`config.mk`:
```
export PLATFORM = sky130hd
export DESIGN_NAME = imm_gen_unit_flat
export DESIGN_NICKNAME = d
export VERILOG_FILES = /design/src/rtl/imm_gen_if.sv /design/src/rtl/imm_gen_unit.sv /design/src/flat_wrapper.sv
export SDC_FILE = /design/constraint.sdc
export NUM_CORES = 1
export LEC_CHECK = 0
export ABC_AREA = 1
export CAP_MARGIN = 15
export CORE_ASPECT_RATIO = 0.75
export CORE_MARGIN = 1.5
export CORE_UTILIZATION = 35
export DETAILED_ROUTE_END_ITERATION = 10
export DONT_BUFFER_PORTS = 1
export HOLD_SLACK_MARGIN = 0.08
export PLACE_DENSITY = 0.47
export SYNTH_ARGS = -nofsm -noshare
export SYNTH_HDL_FRONTEND = slang
export SYNTH_SLANG_ARGS = --single-unit
export TNS_END_PERCENT = 30
```
`constraint.sdc`:
```
create_clock -name clk -period 1.5 [get_ports clk]
set_clock_uncertainty 0.2 [all_clocks]
set_input_delay 0.3 -clock clk [delete_from_list [all_inputs] [get_ports clk]]
set_output_delay 0.3 -clock clk [all_outputs]
set_load 0.005 [all_outputs]
```
`src/rtl/imm_gen_if.sv`:
```
// Decode-stage immediate bus: instruction word in, extended immediate and flag out.
interface imm_gen_if #(
  parameter int unsigned DATA_WIDTH = 20
);
  logic [DATA_WIDTH-1:0] instruction;
  logic [DATA_WIDTH-1:0] immediate;
  logic                  imm_used;

  modport master (
    output instruction,
    input  immediate,
    input  imm_used
  );

  modport slave (
    input  instruction,
    output immediate,
    output imm_used
  );
endinterface

```
`src/rtl/imm_gen_unit.sv`:
```
// Immediate generator: decodes the opcode, extracts and extends the format's
// immediate field, and registers it for the next pipeline stage.
module imm_gen_unit #(
  parameter int unsigned DATA_WIDTH = 20
) (
  input  logic       clk,
  input  logic       rst_n,
  imm_gen_if.slave   bus
);

  // Field positions are fixed for a 20-bit word; only DATA_WIDTH = 20 is meaningful.
  localparam int unsigned OP_W   = 4;
  localparam int unsigned I_W    = 8;
  localparam int unsigned S_W    = 8;
  localparam int unsigned B_W    = 9;
  localparam int unsigned J_W    = 12;
  localparam int unsigned U_PAD  = DATA_WIDTH - J_W;

  localparam logic [OP_W-1:0] OP_R_ALU  = 4'h0;
  localparam logic [OP_W-1:0] OP_I_ALU  = 4'h1;
  localparam logic [OP_W-1:0] OP_LOAD   = 4'h2;
  localparam logic [OP_W-1:0] OP_STORE  = 4'h3;
  localparam logic [OP_W-1:0] OP_BRANCH = 4'h4;
  localparam logic [OP_W-1:0] OP_JAL    = 4'h5;
  localparam logic [OP_W-1:0] OP_LUI    = 4'h6;
  localparam logic [OP_W-1:0] OP_JALR   = 4'h7;

  localparam logic [2:0] FMT_NONE = 3'd0;
  localparam logic [2:0] FMT_I    = 3'd1;
  localparam logic [2:0] FMT_S    = 3'd2;
  localparam logic [2:0] FMT_B    = 3'd3;
  localparam logic [2:0] FMT_J    = 3'd4;
  localparam logic [2:0] FMT_U    = 3'd5;

  logic [OP_W-1:0]       opcode_c;
  logic                  sign_c;
  logic [2:0]            fmt_c;
  logic [I_W-1:0]        i_field_c;
  logic [S_W-1:0]        s_field_c;
  logic [B_W-1:0]        b_field_c;
  logic [J_W-1:0]        j_field_c;
  logic [DATA_WIDTH-1:0] i_ext_c;
  logic [DATA_WIDTH-1:0] s_ext_c;
  logic [DATA_WIDTH-1:0] b_ext_c;
  logic [DATA_WIDTH-1:0] j_ext_c;
  logic [DATA_WIDTH-1:0] u_ext_c;

  logic [DATA_WIDTH-1:0] immediate_d, immediate_q;
  logic                  imm_used_d,  imm_used_q;

  // Opcode to format; reserved opcodes fall through to "no immediate".
  always_comb begin
    opcode_c = bus.instruction[3:0];
    fmt_c    = FMT_NONE;
    unique case (opcode_c)
      OP_R_ALU:                   fmt_c = FMT_NONE;
      OP_I_ALU, OP_LOAD, OP_JALR: fmt_c = FMT_I;
      OP_STORE:                   fmt_c = FMT_S;
      OP_BRANCH:                  fmt_c = FMT_B;
      OP_JAL:                     fmt_c = FMT_J;
      OP_LUI:                     fmt_c = FMT_U;
      default:                    fmt_c = FMT_NONE;
    endcase
  end

  // Raw fields; every signed format shares the word's top bit as its sign.
  always_comb begin
    sign_c    = bus.instruction[19];
    i_field_c = bus.instruction[19:12];
    s_field_c = {bus.instruction[19:16], bus.instruction[7:4]};
    b_field_c = {s_field_c, 1'b0};
    j_field_c = bus.instruction[19:8];
  end

  always_comb begin
    i_ext_c = {{(DATA_WIDTH - I_W){sign_c}}, i_field_c};
    s_ext_c = {{(DATA_WIDTH - S_W){sign_c}}, s_field_c};
    b_ext_c = {{(DATA_WIDTH - B_W){sign_c}}, b_field_c};
    j_ext_c = {{(DATA_WIDTH - J_W){sign_c}}, j_field_c};
    u_ext_c = {j_field_c, U_PAD'(0)};
  end

  always_comb begin
    immediate_d = '0;
    imm_used_d  = 1'b0;
    unique case (fmt_c)
      FMT_I: begin immediate_d = i_ext_c; imm_used_d = 1'b1; end
      FMT_S: begin immediate_d = s_ext_c; imm_used_d = 1'b1; end
      FMT_B: begin immediate_d = b_ext_c; imm_used_d = 1'b1; end
      FMT_J: begin immediate_d = j_ext_c; imm_used_d = 1'b1; end
      FMT_U: begin immediate_d = u_ext_c; imm_used_d = 1'b1; end
      default: begin
        immediate_d = '0;
        imm_used_d  = 1'b0;
      end
    endcase
  end

  // Pipeline register; reset drops any in-flight value.
  always_ff @(posedge clk or negedge rst_n) begin
    if (!rst_n) begin
      immediate_q <= '0;
      imm_used_q  <= 1'b0;
    end else begin
      immediate_q <= immediate_d;
      imm_used_q  <= imm_used_d;
    end
  end

  assign bus.immediate = immediate_q;
  assign bus.imm_used  = imm_used_q;

endmodule

```
`src/flat_wrapper.sv`:
```
// flat-port wrapper written by rule: the top's interface ports become plain ports
module imm_gen_unit_flat 
#(
  parameter int unsigned DATA_WIDTH = 20
)
  (clk, rst_n, bus_instruction, bus_immediate, bus_imm_used);
  imm_gen_if #(.DATA_WIDTH(DATA_WIDTH)) bus_i ();
  input  logic clk;
  input  logic rst_n;
  input wire logic [$bits(bus_i.instruction)-1:0] bus_instruction;
  output wire logic [$bits(bus_i.immediate)-1:0] bus_immediate;
  output wire logic [$bits(bus_i.imm_used)-1:0] bus_imm_used;
  assign bus_i.instruction = bus_instruction;
  assign bus_immediate = bus_i.immediate;
  assign bus_imm_used = bus_i.imm_used;
  imm_gen_unit #(.DATA_WIDTH(DATA_WIDTH)) u_core (.clk(clk), .rst_n(rst_n), .bus(bus_i));
endmodule
```
==> flow_summary_export.csv, run 1 <==
group,metric,value,unit
status,status,"complete, no violations",
placed_design,io_buffers,0,
placed_design,dp_slack,-0.136,ns
sta,fin_ws,0.132,ns
sta,hold_viol,0,
placed_design,place_congestion,0.845,
global_routing,overflow,0,
sta,worstMarginPinSlew,0.919,ns
clocking,clk_pin_slew,0.08,ns
pwr,powerDensity,807,nW/µm²
worst_setup_path,cp.depth,8,
worst_setup_path,path_buf_inv,0,
routing,drc,0,
worst_setup_path,cp_slowest_cell,"nor2_4",
worst_setup_path,cp_top_family,"simple AND/OR/NAND/NOR gates",
worst_setup_path,path_class,"in2reg",
synthesis,yosys_warnings,0,
worst_setup_path,required,1.49,ns
routing,drtIter0Drc,47,
floorplan,start_util,36.9,%
floorplan,fp.dieH,54.2,µm
run,max_cap_viol_count,0,
sta,setup_viol,0,
sta,post-route-period-util,91.2,%
global_routing,grt_start_max_net_pins,22,
routing,drt_wl_total,3.17,mm
clocking,cts_buffers,3,
global_routing,grt_pass1_vias,1011,
pwr,p_leak,0.000894,µW
worst_setup_path,endpoint_kind,"flop",
worst_setup_path,cp-start-kind,"input port",
clocking,cts_tree,"done",
worst_setup_path,worstPathCellList,"ha_1 > nor2_1 > nor2_1 > nand2_1 > nand2_4 > nor2_4 > nand2_1 > nand3_1",
sta,post-route-min-period,1.37,ns
routing,vias,1098,
synthesis,netlist_instances,146,
floorplan,rows,18,
finish,drive_above_1_share,28.0,%
global_routing,globalRouteTotalUtil,17.1,%
finish,final_nets,201,
routing,ant_nets,0,
floorplan,core,3310,µm²
worst_setup_path,cpPeakStageDelay,0.24,ns
sta,tns,0,ns
global_routing,grt_pass1_wl,4.96,mm
worst_setup_path,cp_max_fo,11,
global_routing,antenna_found_initial,1,
finish,syn_to_final_growth,35.6,%
synthesis,synth-seq-cells,21,
floorplan,dieWidth,71.2,µm
routing,wl_per_cell,14.7,µm
sta,rsz0062_at_grt,"false",
clocking,post-cts-setup-buffer-count,0,
sta,final_max_slew_viol_count,0,
floorplan,pin_count,43,
routing,viasPerCell,5.08,
clocking,clockBufferDepth,2,
synthesis,synth_seq_area_share,43.0,%
sta,max-slew-margin-rel,38.8,%
synthesis,synth_cell_types,18,
clocking,cts-htree-levels,1,
clocking,cts_root_buf,"clkbuf_8",
floorplan,dieArea,3860,µm²
sta,max_freq,0.731,GHz
synthesis,syn-mean-instance-area,8.37,µm²
placed_design,hpwl,2.32,mm
clocking,clock_sinks,21,
synthesis,syn-num-nets,171,
routing,dr.pass1.iters,4,
pwr,ir_worst_vdd,0.279,mV
worst_setup_path,worstPathArrival,1.36,ns
hold_path,hp-class,"in2async",
synthesis,synth_area,1220,µm²
[Yosys cell counts]
cell type,count,area (µm²)
buf_2,3,15.0
buf_4,1,7.51
buf_6,3,33.8
dfrtp_1,21,526
ha_1,3,37.5
inv_1,16,60.1
inv_2,1,3.75
inv_6,1,8.76
nand2_1,43,161
nand2_2,6,37.5
nand2_4,2,22.5
nand3_1,12,60.1
nand3_2,4,40.0
nand4_1,22,138
nor2_1,3,11.3
nor2_2,1,6.26
nor2_4,3,33.8
nor2_8,1,20.0
[worst paths after layout]
| kind | startpoint | end | slack [ns] |
|---|---|---|---|
| max | bus_instruction[0] | u_core.bus.immediate[13]$_DFF_PN0_ | 0.13 |
| min in group clk | bus_instruction[7] | u_core.bus.immediate[3]$_DFF_PN0_ | 0.09 |
| max in group asynchronous | rst_n | u_core.bus.immediate[17]$_DFF_PN0_ | 0.49 |
| min | rst_n | u_core.bus.immediate[3]$_DFF_PN0_ | 0.03 |
[layout by cell type, fill, tap and decap left out]
| cell | count |
|---|---|
| nand2_1 | 43 |
| nand4_1 | 22 |
| dfrtp_1 | 21 |
| dlygate4sd3_1 | 15 |
| inv_1 | 14 |
| buf_4 | 13 |
| nand3_2 | 11 |
| nand3_1 | 5 |
| nand2_4 | 4 |
| nand2_2 | 4 |
| nor2_1 | 3 |
| nor2_4 | 3 |
| clkbuf_8 | 3 |
| buf_12 | 3 |
| inv_8 | 2 |
| ha_1 | 2 |
| diode_2 | 1 |
| inv_2 | 1 |
| nor2_8 | 1 |
| nor2_2 | 1 |
| inv_6 | 1 |
| ha_4 | 1 |
| clkinv_2 | 1 |
| dlymetal6s4s_1 | 1 |
[cell type report]
cell class / instances / area (µm²)
fill: 332 / 1650
multi-input combinational: 100 / 626
sequential: 21 / 526
timing repair buffer: 32 / 320
inverter: 18 / 87.6
tap: 40 / 50.0
clock buffer: 3 / 41.3
clock inverter: 1 / 5.00
antenna: 1 / 2.50
[routing by layer]
metal  track usage, %  wire length [µm]  up-vias
met3             5.43               236        2
met1             23.4              1500      514
met4             4.72                 8        0
met2             26.1              1420       44
met5                0                 0        -
li1                 -                 -      538
[through the flow]
step / util, % / hold slack (ns) / area, µm² / power, µW / cells
after floorplan: - / -0.196 / 1290 / 844 / 146
after global placement: 43.7 / -0.195 / 1450 / 922 / 195
after detailed placement: 43.7 / -0.195 / 1450 / 928 / 195
after CTS: 49.9 / 0.0872 / 1650 / 1360 / 215
after global routing: 50.1 / 0.116 / 1660 / 1410 / 216
final: 50.1 / 0.0349 / 1660 / 1340 / 216
[flip-flops by register name (all words and copies together), names as in the netlist]
name                  count
u_core.bus.immediate     20
u_core.bus.imm_used       1
[repair_timing]
item                                    4_1_cts  5_1_grt
hold buffers                                 16        0
resized for setup                             0        1
endpoints found under the hold margin        40        0
endpoints found under the setup margin        0       21
[cell families (layout without fill, tap and decap cells)]
| group | after synthesis | count (layout) | share of synthesized area [%] |
|---|---|---|---|
| other cells | 0 | 1 | 0 |
| fa+ha+maj | 3 | 3 | 3.07 |
| buf+inv | 25 | 54 | 10.5 |
| flops | 21 | 21 | 43.0 |
| simple gates | 97 | 97 | 43.4 |
[report_power, final]
group          switching (µW)  internal, µW  total (µW)
registers                28.4           626         654
clock network             185           185         370
logic                     168           145         313
Note: power is estimated with default switching activity, not from simulation.
==> run 2, diff against run 1 <==
Settings changed: HOLD_SLACK_MARGIN 0.08 to unset.
==> run 2 against run 1 <==
Net effect:
- non-clock buffer count is 3 lower
- critical path type unchanged
- total power is 0.43% lower
- clock power rose by 1%
- combinational power decreased by 4%
==> flow_summary_export.csv, run 2 (synthesized netlist as in run 1, its figures left out) <==
group,metric,value,unit
finish,final-instance-count-excl-fill,212,
global_routing,grt_start_max_net_pins,22,
floorplan,core,3310,µm²
routing,wl_per_cell,14.9,µm
floorplan,fp.dieH,54.2,µm
finish,n_fill_cell,330,
routing,drtIter0Drc,67,
worst_setup_path,path_class,"in2reg",
worst_setup_path,worstPathArrival,1.36,ns
clocking,clock_sinks,21,
placed_design,hpwl,2.32,mm
sta,max_freq,0.730,GHz
routing,ant_nets,0,
global_routing,grt_use_met2,25.6,%
sta,max-slew-margin-rel,38.0,%
placed_design,place_inst,195,
floorplan,start_util,36.9,%
global_routing,overflow,0,
worst_setup_path,cp-start-kind,"input port",
finish,final_cell_area,1630,µm²
global_routing,globalRouteTotalUtil,16.9,%
placed_design,place_congestion,0.845,
pwr,powerDensity,819,nW/µm²
hold_path,hp-class,"in2reg",
sta,rsz0062_at_grt,"false",
finish,layout_commonest_cell,"nand2_1",
sta,worstMarginPinSlew,0.930,ns
clocking,post-cts-setup-buffer-count,0,
floorplan,rows,18,
global_routing,grt_pass1_vias,996,
finish,largest_register_ffs,20,
floorplan,pin_count,43,
routing,dr.pass1.iters,4,
run,max_cap_viol_count,0,
clocking,clk_pin_slew,0.07,ns
clocking,cts_buffers,3,
clocking,clockBufferDepth,2,
pwr,p_leak,0.000882,µW
routing,drt_wl_total,3.17,mm
routing,vias,1079,
sta,setup_viol,0,
finish,syn_to_final_growth,33.0,%
finish,final_nets,198,
worst_setup_path,required,1.49,ns
placed_design,io_buffers,0,
finish,mostFrequentLayoutCells,"nand2_1, nand4_1, dfrtp_1",
floorplan,dieWidth,71.2,µm
finish,antenna_cells,0,
global_routing,use_met1,23.2,%
sta,post-route-min-period,1.37,ns
routing,viasPerCell,5.09,
global_routing,busiest_layer,"met2",
floorplan,dieArea,3860,µm²
worst_setup_path,endpoint_kind,"flop",
sta,hold_viol,0,
routing,drc,0,
sta,final_max_slew_viol_count,0,
clocking,cts_root_buf,"clkbuf_8",
global_routing,grt_pass1_wl,4.91,mm
pwr,ir_worst_vdd,0.277,mV
hold_path,hold_path_depth,2,
worst_setup_path,cp_max_fo,11,
clocking,cts_tree,"done",
sta,post-route-period-util,91.3,%
global_routing,antenna_found_initial,0,
clocking,cts-htree-levels,1,
sta,worst_hold_slack,0.0246,ns
global_routing,grt_use_met3,5.62,%
finish,drive_above_1_share,28.5,%
status,status,"complete, no violations",
placed_design,place_area,1450,µm²
## run 2: cell count changes in the layout (fill, tap and decap cells not counted), sizes merged
cell / before / now
dlygate4sd3: 15 / 12
diode: 1 / 0
## run 2: final timing paths
kind	from	end	slack, ns
max	bus_instruction[1]	u_core.bus.immediate[13]$_DFF_PN0_	0.13
min	bus_instruction[19]	u_core.bus.immediate[13]$_DFF_PN0_	0.02
max in group asynchronous	rst_n	u_core.bus.immediate[17]$_DFF_PN0_	0.49
min in group asynchronous	rst_n	u_core.bus.immediate[3]$_DFF_PN0_	0.04
## run 2: critical path: stages
cell and delay (ns):
inv_8 0.02, ha_4 0.27, inv_1 0.04, nand2_1 0.07
nand3_2 0.15, nor2_4 0.30, nand2_1 0.10, nand3_1 0.11
## run 2: stage by stage
step	worst slack, ns	power, µW	util (%)	setup TNS [ns]
4_1_cts	0.0397	1350	49.0	0
2_1_floorplan	-0.111	844	-	-1.41
3_5_place_dp	-0.136	928	43.7	-2.28
6_report	0.130	1330	49.1	0
3_3_place_gp	-0.151	922	43.7	-2.50
5_1_grt	0.0352	1400	49.1	0
## run 2: area by class of cell
class / instances / area, µm² / area share, %
Timing Repair Buffer: 29 / 290 / 17.9
Sequential cell: 21 / 526 / 32.3
Clock inverter: 1 / 5.00 / 0.308
Inverter: 18 / 87.6 / 5.39
Clock buffer: 3 / 41.3 / 2.54
Tap cell: 40 / 50.0 / 3.08
Multi-Input combinational cell: 100 / 626 / 38.5
## run 2: where the power goes
part | switching, µW | internal [µW] | total (µW)
combinational | 162 | 140 | 302
clock | 190 | 185 | 375
sequential | 28.4 | 626 | 654
## run 2: per-layer routing
layer	share of wire, %	up-vias
met4	0.35	0
li1	-	528
met2	44	47
met3	7.5	2
met1	48	502
met5	0	-
## run 2: timing repair
action                     CTS  global route
setup endpoints to repair    0            21
resized for setup            0             1
hold buffers                13             0
hold endpoints to repair    37             0
